$ cat src/rtl/tlc_pkg.sv
// -----------------------------------------------------------------------------
// tlc_pkg
// Shared definitions for the timed traffic-light controller:
//   - tlc_state_e : 3-bit phase encoding (code 7 is illegal and recovers to AR)
//   - LAMP_*      : 7-bit lamp patterns, one per state, bit order
//                   {HGREEN, HLEFT, HYELLOW, HRED, FLEFT, FYELLOW, FRED}
//   - lamp_decode : Moore lamp decode from a state code
// -----------------------------------------------------------------------------
package tlc_pkg;

    typedef enum logic [2:0] {
        ST_HG  = 3'd0,
        ST_HY1 = 3'd1,
        ST_HL  = 3'd2,
        ST_HY2 = 3'd3,
        ST_FL  = 3'd4,
        ST_FY  = 3'd5,
        ST_AR  = 3'd6,
        ST_BAD = 3'd7
    } tlc_state_e;

    localparam logic [6:0] LAMP_HG  = 7'b100_0001;
    localparam logic [6:0] LAMP_HY1 = 7'b001_0001;
    localparam logic [6:0] LAMP_HL  = 7'b010_0001;
    localparam logic [6:0] LAMP_HY2 = 7'b001_0001;
    localparam logic [6:0] LAMP_FL  = 7'b000_1100;
    localparam logic [6:0] LAMP_FY  = 7'b000_1010;
    localparam logic [6:0] LAMP_AR  = 7'b000_1001;

    // The illegal code shows the all-red pattern, matching the state it recovers to.
    function automatic logic [6:0] lamp_decode(input tlc_state_e st);
        logic [6:0] lamp;
        case (st)
            ST_HG:   lamp = LAMP_HG;
            ST_HY1:  lamp = LAMP_HY1;
            ST_HL:   lamp = LAMP_HL;
            ST_HY2:  lamp = LAMP_HY2;
            ST_FL:   lamp = LAMP_FL;
            ST_FY:   lamp = LAMP_FY;
            ST_AR:   lamp = LAMP_AR;
            default: lamp = LAMP_AR;
        endcase
        return lamp;
    endfunction

endpackage

$ cat src/rtl/tlc_phase_timer.sv
// -----------------------------------------------------------------------------
// tlc_phase_timer
// Dwell counter for the current phase. Clears on clr_i (state change),
// otherwise increments on tick_i and saturates at all-ones.
// Ports:
//   clk_i   : clock
//   rst_ni  : asynchronous active-low reset
//   clr_i   : clear to zero (has priority over tick_i)
//   tick_i  : timebase enable
//   count_o : current dwell count
// -----------------------------------------------------------------------------
module tlc_phase_timer #(
    parameter int CNT_W = 8
) (
    input  logic             clk_i,
    input  logic             rst_ni,
    input  logic             clr_i,
    input  logic             tick_i,
    output logic [CNT_W-1:0] count_o
);

    localparam logic [CNT_W-1:0] CNT_MAX = {CNT_W{1'b1}};

    logic [CNT_W-1:0] count_q;
    logic [CNT_W-1:0] count_d;

    // Next count: clear wins, then saturating increment on tick.
    always_comb begin
        count_d = count_q;
        if (clr_i) begin
            count_d = {CNT_W{1'b0}};
        end else if (tick_i && (count_q != CNT_MAX)) begin
            count_d = count_q + {{(CNT_W-1){1'b0}}, 1'b1};
        end else begin
            count_d = count_q;
        end
    end

    // Count register.
    always_ff @(posedge clk_i or negedge rst_ni) begin
        if (!rst_ni) begin
            count_q <= {CNT_W{1'b0}};
        end else begin
            count_q <= count_d;
        end
    end

    assign count_o = count_q;

endmodule

$ cat src/rtl/tlc_timed_fsm.sv
// -----------------------------------------------------------------------------
// tlc_timed_fsm
// Highway / farm-road traffic-light controller with protected left turns,
// TICK-based dwell timing, latched sensor requests and an emergency all-red.
// Ports:
//   CLOCK, RESET_N          : clock, asynchronous active-low reset
//   TICK                    : single-cycle timebase enable
//   HS, FS                  : highway-left and farm-road sensors (level)
//   EMERG                   : emergency all-red request (level)
//   HGREEN..FRED            : lamp drives, registered Moore decode of state
//   PHASE                   : current state code
//   HS_PEND, FS_PEND        : latched request flags
// -----------------------------------------------------------------------------
module tlc_timed_fsm
    import tlc_pkg::*;
#(
    parameter int CNT_W       = 8,
    parameter int T_GREEN_MIN = 8,
    parameter int T_YELLOW    = 3,
    parameter int T_LEFT      = 6,
    parameter int T_FARM      = 10
) (
    input  logic       CLOCK,
    input  logic       RESET_N,
    input  logic       TICK,
    input  logic       HS,
    input  logic       FS,
    input  logic       EMERG,
    output logic       HGREEN,
    output logic       HLEFT,
    output logic       HYELLOW,
    output logic       HRED,
    output logic       FLEFT,
    output logic       FYELLOW,
    output logic       FRED,
    output logic [2:0] PHASE,
    output logic       HS_PEND,
    output logic       FS_PEND
);

    // Terminal counts: a dwell of T is done when the timer shows T-1 on a TICK.
    localparam logic [CNT_W-1:0] GMIN_LAST = CNT_W'(T_GREEN_MIN - 1);
    localparam logic [CNT_W-1:0] YEL_LAST  = CNT_W'(T_YELLOW - 1);
    localparam logic [CNT_W-1:0] LEFT_LAST = CNT_W'(T_LEFT - 1);
    localparam logic [CNT_W-1:0] FARM_LAST = CNT_W'(T_FARM - 1);

    tlc_state_e       state_q;
    tlc_state_e       state_d;
    tlc_state_e       state_nxt_s;
    logic [CNT_W-1:0] timer_s;
    logic             timer_clr_s;
    logic             yel_done_s;
    logic             left_done_s;
    logic             farm_done_s;
    logic             green_ok_s;
    logic             hs_pend_q;
    logic             hs_pend_d;
    logic             fs_pend_q;
    logic             fs_pend_d;
    logic [6:0]       lamp_q;
    logic [6:0]       lamp_d;

    tlc_phase_timer #(
        .CNT_W (CNT_W)
    ) u_timer (
        .clk_i   (CLOCK),
        .rst_ni  (RESET_N),
        .clr_i   (timer_clr_s),
        .tick_i  (TICK),
        .count_o (timer_s)
    );

    assign yel_done_s  = TICK && (timer_s == YEL_LAST);
    assign left_done_s = TICK && (timer_s == LEFT_LAST);
    assign farm_done_s = TICK && (timer_s == FARM_LAST);
    assign green_ok_s  = TICK && (timer_s >= GMIN_LAST);

    // Normal sequencing; green and left phases only leave via a yellow.
    always_comb begin
        state_nxt_s = state_q;
        case (state_q)
            ST_HG: begin
                if (green_ok_s && (hs_pend_q || fs_pend_q)) begin
                    state_nxt_s = ST_HY1;
                end else begin
                    state_nxt_s = ST_HG;
                end
            end
            ST_HY1: begin
                if (yel_done_s) begin
                    state_nxt_s = hs_pend_q ? ST_HL : ST_FL;
                end else begin
                    state_nxt_s = ST_HY1;
                end
            end
            ST_HL: begin
                if (left_done_s) begin
                    state_nxt_s = ST_HY2;
                end else begin
                    state_nxt_s = ST_HL;
                end
            end
            ST_HY2: begin
                if (yel_done_s) begin
                    state_nxt_s = fs_pend_q ? ST_FL : ST_HG;
                end else begin
                    state_nxt_s = ST_HY2;
                end
            end
            ST_FL: begin
                if (farm_done_s) begin
                    state_nxt_s = ST_FY;
                end else begin
                    state_nxt_s = ST_FL;
                end
            end
            ST_FY: begin
                if (yel_done_s) begin
                    state_nxt_s = ST_HG;
                end else begin
                    state_nxt_s = ST_FY;
                end
            end
            // All-red is left as soon as the emergency is gone.
            ST_AR:   state_nxt_s = ST_HG;
            default: state_nxt_s = ST_AR;
        endcase
    end

    // Emergency override, timer clear on any state change, request latches.
    always_comb begin
        state_d     = state_nxt_s;
        hs_pend_d   = hs_pend_q;
        fs_pend_d   = fs_pend_q;
        if (EMERG) begin
            state_d = ST_AR;
        end else begin
            state_d = state_nxt_s;
        end
        timer_clr_s = (state_d != state_q);
        // A fresh request on the same edge that serves the old one stays latched.
        if (HS) begin
            hs_pend_d = 1'b1;
        end else if ((state_d == ST_HL) && (state_q != ST_HL)) begin
            hs_pend_d = 1'b0;
        end else begin
            hs_pend_d = hs_pend_q;
        end
        if (FS) begin
            fs_pend_d = 1'b1;
        end else if ((state_d == ST_FL) && (state_q != ST_FL)) begin
            fs_pend_d = 1'b0;
        end else begin
            fs_pend_d = fs_pend_q;
        end
        lamp_d = lamp_decode(state_d);
    end

    // State, request flags and lamp register; lamps are decoded from the
    // next state so the registered pattern always matches the state register.
    always_ff @(posedge CLOCK or negedge RESET_N) begin
        if (!RESET_N) begin
            state_q   <= ST_HG;
            hs_pend_q <= 1'b0;
            fs_pend_q <= 1'b0;
            lamp_q    <= LAMP_HG;
        end else begin
            state_q   <= state_d;
            hs_pend_q <= hs_pend_d;
            fs_pend_q <= fs_pend_d;
            lamp_q    <= lamp_d;
        end
    end

    assign HGREEN  = lamp_q[6];
    assign HLEFT   = lamp_q[5];
    assign HYELLOW = lamp_q[4];
    assign HRED    = lamp_q[3];
    assign FLEFT   = lamp_q[2];
    assign FYELLOW = lamp_q[1];
    assign FRED    = lamp_q[0];
    assign PHASE   = state_q;
    assign HS_PEND = hs_pend_q;
    assign FS_PEND = fs_pend_q;

endmodule

$ cat config.mk
export PLATFORM = sky130hd
export DESIGN_NAME = tlc_timed_fsm
export DESIGN_NICKNAME = d
export VERILOG_FILES = /design/src/rtl/tlc_pkg.sv /design/src/rtl/tlc_phase_timer.sv /design/src/rtl/tlc_timed_fsm.sv
export SDC_FILE = /design/constraint.sdc
export NUM_CORES = 1
export LEC_CHECK = 0
export BUFFER_PORTS_ARGS = -buffer_cell sky130_fd_sc_hd__buf_2
export CORE_ASPECT_RATIO = 0.9
export CORE_MARGIN = 4
export CORE_UTILIZATION = 50
export DETAILED_ROUTE_END_ITERATION = 8
export PLACE_DENSITY = 0.77
export SLEW_MARGIN = 10
export SYNTH_ARGS = -nofsm -noshare
export SYNTH_HDL_FRONTEND = slang
export SYNTH_SLANG_ARGS = --single-unit
$ cat constraint.sdc
create_clock -name CLOCK -period 2.6 [get_ports CLOCK]
set_input_delay 0.13 -clock CLOCK [delete_from_list [all_inputs] [get_ports CLOCK]]
set_output_delay 0.13 -clock CLOCK [all_outputs]
set_load 0.05 [all_outputs]
==> metrics.csv <==
stage,metric,value,unit
outcome,status,"complete, no violations",
place,HPWL after DPL,1710,microns
yosys,Yosys Warn Count,0,
clocking,Root Buffer,clkbuf_4,
yosys,Syn Nets,122,
clocking,Clock Pin Slew Worst Setup and Hold Paths,110,ps
routing,initial drt markers,23,
clocking,maximum buffer depth of the clock tree,2,
timing,final worst setup slack,110,ps
timing,final worst path period share,95.8,%
routing,Via density,5.64,
yosys,ys async rst share,100,%
routing,DR pass1 iterations,4,
power,Peak VDD IR,0.499,mV
setup_path,Buf/Inv on CP,0,
layout,layout cells sized above 1,23.5,%
clocking,Clock Sinks,20,
global_route,Total GRT Usage,17.9,%
global_route,vias in the first global route,889,
routing,via count,886,
floorplanning,core area,1990,sq um
floorplanning,# IOs,18,
floorplanning,die area,2990,sq um
power,Sequential Power Share,47.3,%
worst_hold_path,Worst Hold Class,in -> reg,
place,dpl ws,134,ps
clocking,Clock Latency Late Sink,310,ps
place,placed cell count,151,
timing,fmax,0.402,GHz
layout,post-route insts no fill,157,
setup_path,Crit. Startpoint,u_timer.count_o[5],
clocking,CTS tree,built,
setup_path,R2R cell count,6,
setup_path,cell mode on critical path,or4_4,
routing,final wirelength,2330,microns
yosys,cell taking the most area after synthesis,dfrtp_1,
yosys,ys flop type,dfrtp_1,
yosys,most common cell in the netlist,dfrtp_1,
floorplanning,Die Y,52.3,microns
layout,Antenna Cells,0,
setup_path,WP data arrival,2690,ps
timing,final hold violations,0,
yosys,"Avg Cell Area, Syn",9.66,sq um
setup_path,Slowest Stage Delay on Critical Path,580,ps
timing,RSZ-0062 raised after global routing,no,
setup_path,CP cell instances,or4_4 -> or3_4 -> or4_4 -> a21o_1 -> nor2b_4 -> o21ai_2,
clocking,Num CTS Buffers,3,
yosys,commonest cells in the netlist,"18 x dfrtp_1, 13 x nor2_1, 8 x inv_1",
timing,final setup fails,0,
setup_path,R2R Path Start,u_timer.count_o[5],
yosys,Post-synth EDFFs,0,
power,share of total power in the clock network,34.0,%
power,Power Density,590,nW/um^2
yosys,post-synth cell types,35,
yosys,Synth Register Bits,20,
setup_path,RR Endpoint,FS_PEND,
routing,DRC,0,
power,sw frac,28.9,%
power,Net Sw Power,0.216,mW
setup_path,R2R Setup Slk,110,ps
timing,Final TNS setup,0,ps
timing,max-slew violation total from the final report,0,
layout,nets@finish,142,
global_route,first-pass GRT wire length,4120,microns
layout,Syn-to-layout area delta,15.9,%
routing,Routed Antenna Nets,0,
power,P_int,0.531,mW
timing,worst slew pin tran,579,ps
setup_path,Setup crit end kind,flop,
floorplanning,Die X,57.2,microns
setup_path,CP top delay family,simple AND/OR/NAND/NOR gates,
yosys,synth top area cells,"dfrtp_1 41%, dfstp_2 4.8%, nor2_1 4.5%",
power,combinational share of power,18.6,%
timing,slew margin rel.,61.1,%
global_route,largest net degree at the start of global routing,21,
timing,"Min Clock Period, post-route",2490,ps
floorplanning,Starting Density,54.8,%
setup_path,CP max FO,5,
layout,Util after Layout,63.6,%
setup_path,WP data required,2800,ps
setup_path,CP Class,reg -> reg,
clocking,CTS HTree Levels,1,
worst_hold_path,Hold Path Sink,FS_PEND,
flow_run,Max-Cap Viols,0,
floorplanning,placement row count,15,
timing,skew final,5.51,ps
timing,hold_ws,24.7,ps
place,GPL Wtd Cong,0.789,
routing,average wire per standard cell,14.8,microns
global_route,grt total ovfl,0,
yosys,Yosys top cell area share,41.3,%
yosys,Cells after Synth,113,
yosys,"Seq/Total Area, Yosys",46.1,%
global_route,initial antenna violation count,0,
yosys,cell area after synthesis,1090,sq um
setup_path,CP startpoint kind,flop,
setup_path,slowest library cell on the worst path,or4_4,
place,Port Buf Inserts,17,
worst_hold_path,depth of the worst hold-timing path,3,
worst_hold_path,hold_sp,FS,
power,LEAKAGE,0.577,nW
cell type report:
cell class / count / area, sq um
fill: 185 / 724
multi-input combinational: 81 / 543
sequential: 20 / 503
timing repair buffer: 19 / 105
tap: 25 / 31.3
clock inverter: 1 / 30.0
inverter: 8 / 30.0
clock buffer: 3 / 22.5
per-layer routing:
layer	vias to the layer above	global-route usage (%)	share of wire, %
met2	21	28.9	48
met5	-	0	0
li1	439	-	-
met4	0	3.86	0.73
met1	424	24.0	46
met3	2	5.17	5.3
metrics by stage:
step                cell area (sq um)  power, mW
finish                           1260      0.747
detailed placement               1190      0.497
CTS                              1250      0.754
floorplan                        1090      0.458
global route                     1260      0.789
global placement                 1190      0.494
worst register-to-register path, stage by stage, from the launching register on:
cell	delay, ps
dfrtp_1	450
or4_4	580
or3_4	410
or4_4	520
a21o_1	240
nor2b_4	140
o21ai_2	50
cell families (layout without fill, tap and decap cells):
logic type	after synthesis	after routing	share of synthesized area [%]
adders and majority gates	3	3	3.44
and+or+nand+nor	46	46	24.2
DFF	20	20	46.1
buffers and inverters	12	31	4.13
muxes	1	1	0.917
xor gates and xnor gates	8	8	6.42
AOI/OAI and AO/OA	23	23	14.8
sequential cells by signal, indices dropped and copies added (netlist names):
name and flops:
lamp_q 7, HS_PEND 1, PHASE 3, u_timer.count_o 8
FS_PEND 1
power groups by stage:
stage	logic, mW	registers (mW)	clock network, mW
4_1_cts	0.139	0.353	0.261
6_report	0.139	0.353	0.254
3_3_place_gp	0.136	0.357	0
2_1_floorplan	0.0683	0.390	0
3_5_place_dp	0.138	0.359	0
5_1_grt	0.153	0.358	0.278
cells in the final DEF (no fill, tap or decap), types with 3 or more instances in the layout:
cell / instances
a21oi_1: 5
buf_2: 17
clkbuf_4: 3
dfrtp_1: 18
ha_1: 3
inv_1: 8
nand2_1: 5
nand3_1: 5
nor2_1: 13
nor2b_1: 3
nor3_1: 6
o211ai_1: 3
xnor2_1: 5
xor2_1: 3
what timing repair did:
item / in CTS / in global routing
hold endpoints to repair: 18 / 1
setup endpoints to repair: 0 / 0
hold buffers: 1 / 1
gates resized for setup: 0 / 0
buffers inserted: 0 / 0
worst max path at each step:
stage                     endpoint  slack [ps]  cells past startpoint
final                      FS_PEND         110                      6
after global routing       FS_PEND          20                      6
after CTS                  FS_PEND         120                      6
after detailed placement   FS_PEND         130                      6
after global placement     FS_PEND         200                      6
after floorplan            FS_PEND         250                      6
(Power assumes the default switching activity.)
